### src/rtl/alu_pkg.sv
// Shared opcode tags, result-stage state encodings and the flag derivation rule
// used by the ALU result stage.
package alu_pkg;

    localparam int OPW = 4;

    localparam logic [OPW-1:0] OP_ADD = 4'd0;
    localparam logic [OPW-1:0] OP_SUB = 4'd1;
    localparam logic [OPW-1:0] OP_AND = 4'd2;
    localparam logic [OPW-1:0] OP_OR  = 4'd3;
    localparam logic [OPW-1:0] OP_XOR = 4'd4;
    localparam logic [OPW-1:0] OP_NOT = 4'd5;
    localparam logic [OPW-1:0] OP_SLL = 4'd6;
    localparam logic [OPW-1:0] OP_SRL = 4'd7;
    localparam logic [OPW-1:0] OP_SRA = 4'd8;
    localparam logic [OPW-1:0] OP_ROL = 4'd9;

    typedef enum logic [1:0] {
        ST_EMPTY = 2'd0,
        ST_ONE   = 2'd1,
        ST_FULL  = 2'd2
    } state_e;

    typedef struct packed {
        logic zero;
        logic neg;
        logic carry;
        logic ovf;
    } flags_t;

    // Width-independent: the caller supplies the zero test and the sign bits.
    function automatic flags_t calc_flags(
        input logic [OPW-1:0] op,
        input logic           s_zero,
        input logic           s_msb,
        input logic           cout,
        input logic           a_msb,
        input logic           b_msb
    );
        flags_t f;
        f.zero  = s_zero;
        f.neg   = s_msb;
        f.carry = 1'b0;
        f.ovf   = 1'b0;
        if (op == OP_ADD) begin
            f.carry = cout;
            f.ovf   = (a_msb == b_msb) && (s_msb != a_msb);
        end else if (op == OP_SUB) begin
            f.carry = cout;
            f.ovf   = (a_msb != b_msb) && (s_msb != a_msb);
        end
        return f;
    endfunction

endpackage

### src/rtl/alu_flag_gen.sv
// Combinational zero/negative/carry/overflow derivation for one ALU result beat.
module alu_flag_gen
    import alu_pkg::*;
#(
    parameter int WIDTH = 16
) (
    input  logic [WIDTH-1:0] s,
    input  logic [OPW-1:0]   op,
    input  logic             cout,
    input  logic             a_msb,
    input  logic             b_msb,
    output flags_t           flags
);

    always_comb begin
        flags = calc_flags(op, (s == '0), s[WIDTH-1], cout, a_msb, b_msb);
    end

endmodule

### src/rtl/alu_result_stage.sv
// Registered ALU output stage: main/skid two-entry buffer behind a valid/ready
// handshake, with flags captured at accept time and a sticky overflow bit.
module alu_result_stage
    import alu_pkg::*;
#(
    parameter int WIDTH = 16,
    parameter int OPW   = alu_pkg::OPW
) (
    input  logic             clk,
    input  logic             rst_n,
    input  logic             in_valid,
    output logic             in_ready,
    input  logic [WIDTH-1:0] in_s,
    input  logic             in_cout,
    input  logic [OPW-1:0]   in_op,
    input  logic             in_a_msb,
    input  logic             in_b_msb,
    output logic             out_valid,
    input  logic             out_ready,
    output logic [WIDTH-1:0] out_result,
    output logic [OPW-1:0]   out_op,
    output logic             out_zero,
    output logic             out_neg,
    output logic             out_carry,
    output logic             out_ovf,
    input  logic             clr_sticky,
    output logic             sticky_ovf
);

    typedef struct packed {
        logic [WIDTH-1:0] result;
        logic [OPW-1:0]   op;
        flags_t           flags;
    } entry_t;

    state_e state_q, state_d;
    entry_t main_q, main_d;
    entry_t skid_q, skid_d;
    logic   sticky_q, sticky_d;

    flags_t in_flags;
    entry_t in_entry;
    logic   accept;
    logic   deliver;

    alu_flag_gen #(.WIDTH(WIDTH)) u_flag_gen (
        .s     (in_s),
        .op    (in_op),
        .cout  (in_cout),
        .a_msb (in_a_msb),
        .b_msb (in_b_msb),
        .flags (in_flags)
    );

    // Both handshake qualifiers come from the state register only.
    assign in_ready  = (state_q != ST_FULL);
    assign out_valid = (state_q != ST_EMPTY);
    assign accept    = in_valid && in_ready;
    assign deliver   = out_valid && out_ready;

    always_comb begin
        in_entry.result = in_s;
        in_entry.op     = in_op;
        in_entry.flags  = in_flags;
    end

    always_comb begin
        state_d = state_q;
        main_d  = main_q;
        skid_d  = skid_q;
        unique case (state_q)
            ST_EMPTY: begin
                if (accept) begin
                    main_d  = in_entry;
                    state_d = ST_ONE;
                end
            end
            ST_ONE: begin
                if (accept && !deliver) begin
                    skid_d  = in_entry;
                    state_d = ST_FULL;
                end else if (deliver && !accept) begin
                    state_d = ST_EMPTY;
                end else if (accept && deliver) begin
                    main_d  = in_entry;
                end
            end
            ST_FULL: begin
                if (deliver) begin
                    main_d  = skid_q;
                    state_d = ST_ONE;
                end
            end
            default: state_d = ST_EMPTY;
        endcase
    end

    // A set in the same cycle as a clear wins.
    always_comb begin
        sticky_d = (sticky_q && !clr_sticky) || (accept && in_flags.ovf);
    end

    always_ff @(posedge clk or negedge rst_n) begin
        if (!rst_n) begin
            state_q  <= ST_EMPTY;
            main_q   <= '0;
            skid_q   <= '0;
            sticky_q <= 1'b0;
        end else begin
            state_q  <= state_d;
            main_q   <= main_d;
            skid_q   <= skid_d;
            sticky_q <= sticky_d;
        end
    end

    assign out_result = main_q.result;
    assign out_op     = main_q.op;
    assign out_zero   = main_q.flags.zero;
    assign out_neg    = main_q.flags.neg;
    assign out_carry  = main_q.flags.carry;
    assign out_ovf    = main_q.flags.ovf;
    assign sticky_ovf = sticky_q;

endmodule

### config.mk
export PLATFORM = sky130hd
export DESIGN_NAME = alu_result_stage
export DESIGN_NICKNAME = d
export VERILOG_FILES = /design/src/rtl/alu_pkg.sv /design/src/rtl/alu_flag_gen.sv /design/src/rtl/alu_result_stage.sv
export SDC_FILE = /design/constraint.sdc
export NUM_CORES = 1
export LEC_CHECK = 0
export ABC_AREA = 1
export BUFFER_PORTS_ARGS = -buffer_cell sky130_fd_sc_hd__buf_2
export CAP_MARGIN = 10
export CORE_ASPECT_RATIO = 1.25
export CORE_UTILIZATION = 51
export CTS_BUF_LIST = sky130_fd_sc_hd__clkbuf_8
export DETAILED_ROUTE_END_ITERATION = 8
export GPL_ROUTABILITY_DRIVEN = 0
export GPL_TIMING_DRIVEN = 0
export PLACE_DENSITY = 0.78
export RECOVER_POWER = 50
export SYNTH_ARGS = -nofsm -noshare
export SYNTH_HDL_FRONTEND = slang
export SYNTH_HIERARCHICAL = 1
export SYNTH_SLANG_ARGS = --single-unit
### constraint.sdc
create_clock -name clk -period 1.1 [get_ports clk]
set_input_delay 0.11 -clock clk [delete_from_list [all_inputs] [get_ports clk]]
set_output_delay 0.11 -clock clk [all_outputs]
set_load 0.05 [all_outputs]
==> impl.org, run 1 <==
** Setup path
- Across all register-to-register paths, the minimum setup slack is -0.24 ns.
- By startpoint and endpoint, the worst setup path is classified as flip-flop to flip-flop.
- The worst setup path is captured at a flip-flop.
- Maximum single-stage delay on the critical path :: 0.43 ns
- The critical path ends at out_result[0].
- The startpoint identified for the worst register-to-register timing path is state_q[0].
- Walking the worst path, the cells encountered are inv_4 > buf_6 > nand3_4 > nand2_8 > clkbuf_16 > nand2_2 > nand2_1.
- Slowest stage cell, crit path :: sky130_fd_sc_hd__dfrtp_1
- Of all nets on the critical path, the largest fanout is 5.
- Launching element type of the critical path :: flip-flop
- Endpoint of the most critical register-to-register path :: out_result[0]
- FF-to-FF path depth :: 7
- Arrival time at the worst endpoint :: 1.59 ns
- CP startpoint :: state_q[0]
- Data on the critical path is required at its endpoint by 1.35 ns.

** Yosys
- Number of distinct library cells after synthesis :: 19
- sky130_fd_sc_hd__nand2_1 is the most common cell in the netlist.
- The cell count after synthesis came out at 346.
- Share of synthesized flip-flops with an asynchronous set or reset :: 1.00
- The number of nets handed over by synthesis was 374.
- EDFF count, synth :: 0
- After synthesis the cells add up to 0.00259 mm^2.
- The share of synthesized area in the top cell type comes to 0.493.
- Average cell area after synthesis :: 7.47 um^2
- Summed over all instances, the cell type with the most area after synthesis is sky130_fd_sc_hd__dfrtp_1.
- The synthesized design contains 51 register bits.
- Share of synthesized area occupied by flip-flops and latches :: 0.493
- In the synthesized netlist the dominant register cell turns out to be sky130_fd_sc_hd__dfrtp_1.
- Cell types with the highest counts after synthesis :: sky130_fd_sc_hd__nand2_1 (157), sky130_fd_sc_hd__nand3_1 (75), sky130_fd_sc_hd__dfrtp_1 (51)
- Ranked by total cell area, the synthesized netlist is headed by sky130_fd_sc_hd__dfrtp_1 (49%), sky130_fd_sc_hd__nand2_1 (23%), sky130_fd_sc_hd__nand3_1 (15%).
- Number of warnings issued by yosys :: 6

** Drt
- Summing over every cut layer, the via total after detailed routing is 2980.
- Post-detailed-routing wire length :: 8.97 mm
- For this run, design rule violations remaining after detail routing come to 0.
- Post-detailed-route via-to-cell ratio :: 5.95
- Pre-Repair DR Iteration Count :: 5
- In the final routed layout, each cell accounts on average for 17.9 um.
- Drt initial violations :: 293
- Post-route ant nets :: 0

** CTS
- Clock latency on the worst-skew pair, taken at its later pin, is 0.32 ns.
- For this design, the sink count on the clock tree is 51.
- Clock tree synthesis inserted a total of 5 buffers.
- Clock slew seen by the registers of the worst setup and hold paths :: 0.10 ns
- Buffer depth of the longest clock path :: 2
- Clock tree root buffer cell :: sky130_fd_sc_hd__clkbuf_8
- Total number of H-tree levels :: 2
- TritonCTS built the clock tree.

** Run status
- The final reports fail on setup timing.
- Status :: complete, but fails checks

** Pwr
- Sw Share :: 0.439
- Largest vdd supply drop :: 1.33 mV
- Combinational fraction of design power :: 0.444
- Power density cells :: 1790 mW/mm^2
- The share of total power dissipated in the clock network is 0.160.
- The share of total power dissipated in sequential elements is 0.396.
- For this design the static power due to leakage is 2.09 nW.
- Cell internal pwr :: 3.87 mW
- Net switching power of the design :: 3.03 mW

** Placed design
- HPWL after DPL :: 4.32 mm
- During placement, the flow inserted port buffers numbering 54.

** Timing
- Part of the cycle the worst path needs :: 1.22
- At the pin with the least slew margin, the transition time is 0.795 ns.
- The number of max-slew violations in the final report was 0.
- Setup violations remaining at the end of the flow were counted as 52.
- In this run the tightest slew margin relative to its limit is 0.470.
- The hold violation total from the final report was 0.
- Worst-case setup margin in the final layout :: -0.241 ns
- Derived from the worst setup path, the maximum achievable clock frequency is 746 MHz.
- The smallest clock period supported by the final layout is computed as 1.34 ns.
- Setup repair after global routing could not meet its margin everywhere.
- Tightest hold margin :: 0.0626 ns
- Worst clock skew on the final layout :: 0.0137 ns

** Cells and area
- 0 antenna diodes ended up in the layout.
- Fraction of final layout cells sized beyond drive strength 1 :: 0.463
- Post-layout net count :: 468
- From synthesis to final layout, the design area changed by 49.5%.
- Final core occ :: 0.806

** Global route
- Number of antenna violations at the first check in global routing :: 0
- Global-route usage over all layers :: 0.306
- Via count of the first global-routing pass :: 2631
- The first global-routing pass estimated 12.3 mm of wire.
- Entering global routing, the biggest net connects 52 pins.
- After global routing the overflow that remains totals 0.

** Die
- From left edge to right edge, the die measures 65.7 um.
- For this configuration, the core starts out at a cell density of 0.539.
- Number of placement rows :: 28
- Count of boundary I/O pins :: 55
- The die covers 0.00536 mm^2.
- Measured along the y axis, the die boundary spans 81.6 um.
- After floorplanning, the core was sized to cover 0.00480 mm^2.

** Run
- Across the run, the number of max-cap violations was 0.

** Hold path
- The min-delay analysis places its worst path in the category input port to flip-flop.
-- logic make-up (layout without fill, tap and decap cells) --
logic type      count (synthesis)  after routing  synth area share
simple gates                  259            259             0.435
buf+inv                        34            129            0.0668
compound gates                  2              2           0.00435
flops                          51             51             0.493
-- area by class of cell --
cell class | count | area, um^2
inverter | 14 | 60.1
clock inverter | 3 | 20.0
clock buffer | 5 | 68.8
tap | 60 | 75.1
fill | 293 | 933
multi-input combinational | 261 | 1480
timing repair buffer | 87 | 647
sequential | 51 | 1280
buffer | 20 | 238
-- power by group through the flow --
stage / clock network (mW) / logic (mW) / registers, mW
after floorplan: 0 / 0.889 / 3.38
after global placement: 0 / 2.18 / 2.63
after detailed placement: 0 / 2.21 / 2.65
after CTS: 1.11 / 2.67 / 2.66
after global routing: 1.19 / 3.24 / 2.78
final: 1.11 / 3.06 / 2.73
-- critical path: cells and delay by family (launching register included) --
kind,cells,cell delay [ns]
buffers and inverters,3,0.42
flip-flops,1,0.43
AND/OR/NAND/NOR,4,0.42
-- per-layer routing --
metal	track usage	wire [um]	vias up
li1	-	-	1283
met1	0.353	3150	1423
met2	0.519	4530	215
met3	0.0639	741	59
met4	0.183	540	0
met5	0	0	-
-- sequential cells by signal, indices dropped and copies added (netlist names), 2 cells and up --
name / count
out_op: 4
skid_q: 24
out_result: 16
state_q: 2
-- layout by cell type (no fill, tap or decap), drive strengths merged, types with 2 or more instances in the layout --
cell type	netlist	routed
and2	2	2
buf	20	100
clkbuf	0	10
clkinv	0	2
clkinvlp	0	2
dfrtp	51	51
dlygate4sd3	0	2
inv	14	13
nand2	163	163
nand3	76	76
nor2	17	17
-- per-stage QoR --
stage               cell area, um^2  cells  setup TNS [ns]  power (mW)  setup slack (ns)
floorplan                      2610    346          -0.196        4.27           -0.0104
global placement               2950    460           -6.51        4.81            -0.182
detailed placement             2950    460           -6.82        4.87            -0.187
CTS                            3540    492           -5.21        6.44            -0.224
global route                   3870    501          -15.46        7.21            -0.253
finish                         3870    501           -7.94        6.90            -0.241
-- worst min path at each step --
stage	startpoint	to	depth (start not counted)
floorplan	rst_n	out_carry	0
global placement	clr_sticky	sticky_ovf	2
detailed placement	clr_sticky	sticky_ovf	2
CTS	rst_n	out_result[2]	1
global route	in_s[13]	skid_q[21]	3
finish	in_s[9]	skid_q[17]	3
-- repair_timing --
item	in CTS	in global routing
pin swaps	5	9
endpoints found under the setup margin	44	54
endpoints found under the hold margin	1	13
buffers inserted	19	6
hold buffers	1	1
gates resized for setup	89	66
cloned	4	1
Power figures use the tool's default switching activity.
==> inputs of run 2 (changes only) <==
--- a/constraint.sdc
+++ b/constraint.sdc
@@ -3,2 +3,2 @@
 set_output_delay 0.11 -clock clk [all_outputs]
-set_load 0.05 [all_outputs]
+set_load 0.005 [all_outputs]
==> run 2 against run 1 <==
Die area unchanged. Hold slack got worse by 0.0077 ns. Utilization down 3.6 points. Critical endpoint unchanged. The flow still finishes with violations (setup timing). Highest routed layer unchanged.
==> impl.org, run 2 (same netlist as run 1, synthesis figures left out) <==
** Run status
- Status :: complete, but fails checks
- Violated checks :: setup timing

** Global route
- Overflow left after global routing :: 0 (unchanged)
- Global-route usage over all layers :: 0.284 (-0.0220)
- First-pass GRT wire length :: 11.4 mm (-7.1%)
- Met2 Use GR :: 0.505 (-0.0143)
- Via count of the first global-routing pass :: 2453 (-6.8%)
- The initial antenna violation count came to 0 (unchanged).
- Top Usage Layer GRT :: met2
- Maximum number of pins on one net before global-route repair :: 52 (unchanged)
- The met3 layer usage reported by global route came to 0.0569 (-0.00694).
- Met1 track demand over resource :: 0.340 (-0.0128)

** Drt
- The number of routed nets with antenna violations is 0 (unchanged).
- The final wirelength came to 8.29 mm (-7.6%).
- Pre-Repair DR Iteration Count :: 5 (unchanged)
- Detailed-route DRC error count :: 0 (unchanged)
- The number of vias per cell was 5.71 (-4.1%).
- Via count :: 2830 (-5.0%)
- The mean routed wirelength per cell is 16.7 um (-6.7%).
- Drt initial violations :: 336 (+15%)

** Pwr
- The power per cell area is 1720 mW/mm^2 (-3.9%).
- The total chip power came to 6.33 mW (-8.3%).
- Static leakage :: 2.04 nW (-2.3%)
- Largest vdd supply drop :: 1.33 mV (about the same)

** CTS
- CTS placed an instance of sky130_fd_sc_hd__clkbuf_8 at the clock tree root.
- TritonCTS built the clock tree.
- The maximum level of the CTS H-tree came to 2 (unchanged).
- The maximum clock path buffer count came to 2 (unchanged).
- The clock network latency to the later pin of the worst-skew pair was 0.31 ns (about the same).
- The clock transition at the registers of the reported paths came to 0.10 ns (about the same).
- CTS buffer count :: 5 (unchanged)
- The clock sink count came to 51 (unchanged).

** Die
- Count of boundary I/O pins :: 55 (unchanged)
- The floorplan row count was 28 (unchanged).
- Starting density of the core :: 0.539 (unchanged)
- Chip Height :: 81.6 um (unchanged)
- The total die area was 0.00536 mm^2 (unchanged).
- Total core area :: 0.00480 mm^2 (unchanged)
- The die boundary width came to 65.7 um (unchanged).

** Cells and area
- From synthesis to final layout, the design area changed by 42.7%.
- Most common cell after layout, fill and taps aside :: sky130_fd_sc_hd__nand2_1
- The register with the most flip-flops in the final layout is skid_q.
- The number of antenna diodes was 0 (unchanged).
- Post-layout net count :: 463 (-1.1%)
- The final standard cell utilization of the core came to 0.769 (-0.0365).
- Leading cell types in the layout, fill and taps excluded :: sky130_fd_sc_hd__nand2_1 (106), sky130_fd_sc_hd__nand3_1 (70), sky130_fd_sc_hd__buf_2 (54), sky130_fd_sc_hd__dfrtp_1 (51), sky130_fd_sc_hd__nand2_2 (46)
- The number of flip-flops under the largest register name came to 24 (unchanged).
- Fraction of final layout cells sized beyond drive strength 1 :: 0.415 (-0.0474)
- The final-layout fill cell count is 322 (+9.9%).

** Setup path
- The arrival time at the worst endpoint was 1.59 ns (about the same).
- Launching element type of the critical path :: flip-flop
- The required time of the critical path is 1.35 ns (about the same).
- The worst setup path is captured at a flip-flop.
- The setup path with the least slack is of type flip-flop to flip-flop.
- Largest fanout on the critical path :: 6 (+1)

** Timing
- Unrepaired setup endpoints after global routing :: yes
- Relative max-transition margin :: 0.638 (+0.168)
- Worst-case setup margin in the final layout :: -0.233 ns (+0.00757 ns)
- Setup-violating endpoint count in the final report :: 52 (unchanged)
- Worst clock skew on the final layout :: 0.0129 ns (-0.000813 ns)
- Tightest hold margin :: 0.0549 ns (-0.00770 ns)
- The number of max-slew violations in the final report was 0 (unchanged).
- Slew of the pin with the lowest slew margin :: 0.543 ns (-0.252 ns)
- Clock period minus final worst setup slack :: 1.33 ns (-0.00757 ns)
- The maximum achievable frequency was 750 MHz (+0.57%).
- The hold violation total from the final report is 0 (unchanged).
- The fraction of the cycle the final worst path needs is 1.21 (-0.00688).

** Run
- The max-capacitance violation count is 0 (unchanged).

** Hold path
- Hold/Removal Path Class :: input port to flip-flop

** Placed design
- The half-perimeter wire length after detailed placement was 4.32 mm (about the same).
- Buffers on Ports :: 54 (unchanged)
-- run 2: changes by cell type in the layout (fill, tap and decap cells not counted), moves of 3 or more --
cell                       previous run  this run
sky130_fd_sc_hd__nand2_1             92       106
sky130_fd_sc_hd__buf_6               14        23
sky130_fd_sc_hd__nand2_2             54        46
sky130_fd_sc_hd__buf_8               12         5
sky130_fd_sc_hd__buf_4               21        16
sky130_fd_sc_hd__nand2_4             13         8
sky130_fd_sc_hd__buf_2               50        54
sky130_fd_sc_hd__nand3_1             66        70
sky130_fd_sc_hd__clkbuf_4             3         0
-- run 2: area by class of cell --
class | count | area (um^2) | area share
clock buffer | 5 | 68.8 | 0.0186
sequential | 51 | 1280 | 0.346
clock inverter | 3 | 63.8 | 0.0173
tap | 60 | 75.1 | 0.0203
multi-input combinational | 261 | 1370 | 0.372
timing repair buffer | 84 | 581 | 0.157
inverter | 14 | 60.1 | 0.0163
buffer | 18 | 194 | 0.0525
-- run 2: metrics by stage --
step / cells / setup slack [ns] / TNS [ns] / area, um^2
2_1_floorplan: 346 / -0.00157 / -0.0289 / 2590
3_3_place_gp: 460 / -0.222 / -6.66 / 2940
3_5_place_dp: 460 / -0.232 / -8.17 / 2940
4_1_cts: 488 / -0.189 / -4.18 / 3380
5_1_grt: 496 / -0.263 / -11.84 / 3690
6_report: 496 / -0.233 / -9.34 / 3690
-- run 2: worst paths after layout --
path	start	end	slack [ns]	cells after the start
hold reg to reg	skid_q[7]	skid_q[7]	0.49	2
setup / recovery	state_q[0]	out_result[0]	-0.23	7
max in group asynchronous	rst_n	skid_q[5]	0.12	3
setup reg to reg	state_q[0]	out_result[0]	-0.23	7
min in group asynchronous	rst_n	skid_q[0]	0.30	2
hold / removal	in_s[11]	skid_q[19]	0.05	3
-- run 2: where the power goes --
| group | leakage (nW) | internal (mW) | total (mW) | switching (mW) |
|---|---|---|---|---|
| clock | 0.0695 | 0.901 | 1.55 | 0.648 |
| combinational | 1.33 | 0.950 | 2.07 | 1.12 |
| sequential | 0.644 | 2.37 | 2.71 | 0.349 |
| total | 2.04 | 4.22 | 6.33 | 2.12 |
-- run 2: critical path, stage by stage, from the launching register on --
cell                        delay [ns]
sky130_fd_sc_hd__dfrtp_1          0.44
sky130_fd_sc_hd__inv_4            0.14
sky130_fd_sc_hd__buf_6            0.13
sky130_fd_sc_hd__nand3_4          0.15
sky130_fd_sc_hd__nand2_8          0.14
sky130_fd_sc_hd__clkbuf_16        0.16
sky130_fd_sc_hd__nand2_2          0.05
sky130_fd_sc_hd__nand2_1          0.05
-- run 2: timing repair --
| action | CTS | global route |
|---|---|---|
| setup endpoints to repair | 48 | 52 |
| gates cloned | 5 | 1 |
| setup buffers | 14 | 7 |
| hold buffers | 1 | 1 |
| endpoints found under the hold margin | 1 | 20 |
| gates resized for setup | 56 | 63 |
| pin swaps | 3 | 8 |
-- run 2: routing by layer --
layer | vias up | wire length [um]
li1 | 1278 | -
met1 | 1327 | 3120
met2 | 192 | 4230
met3 | 33 | 629
met4 | 0 | 310
met5 | - | 0
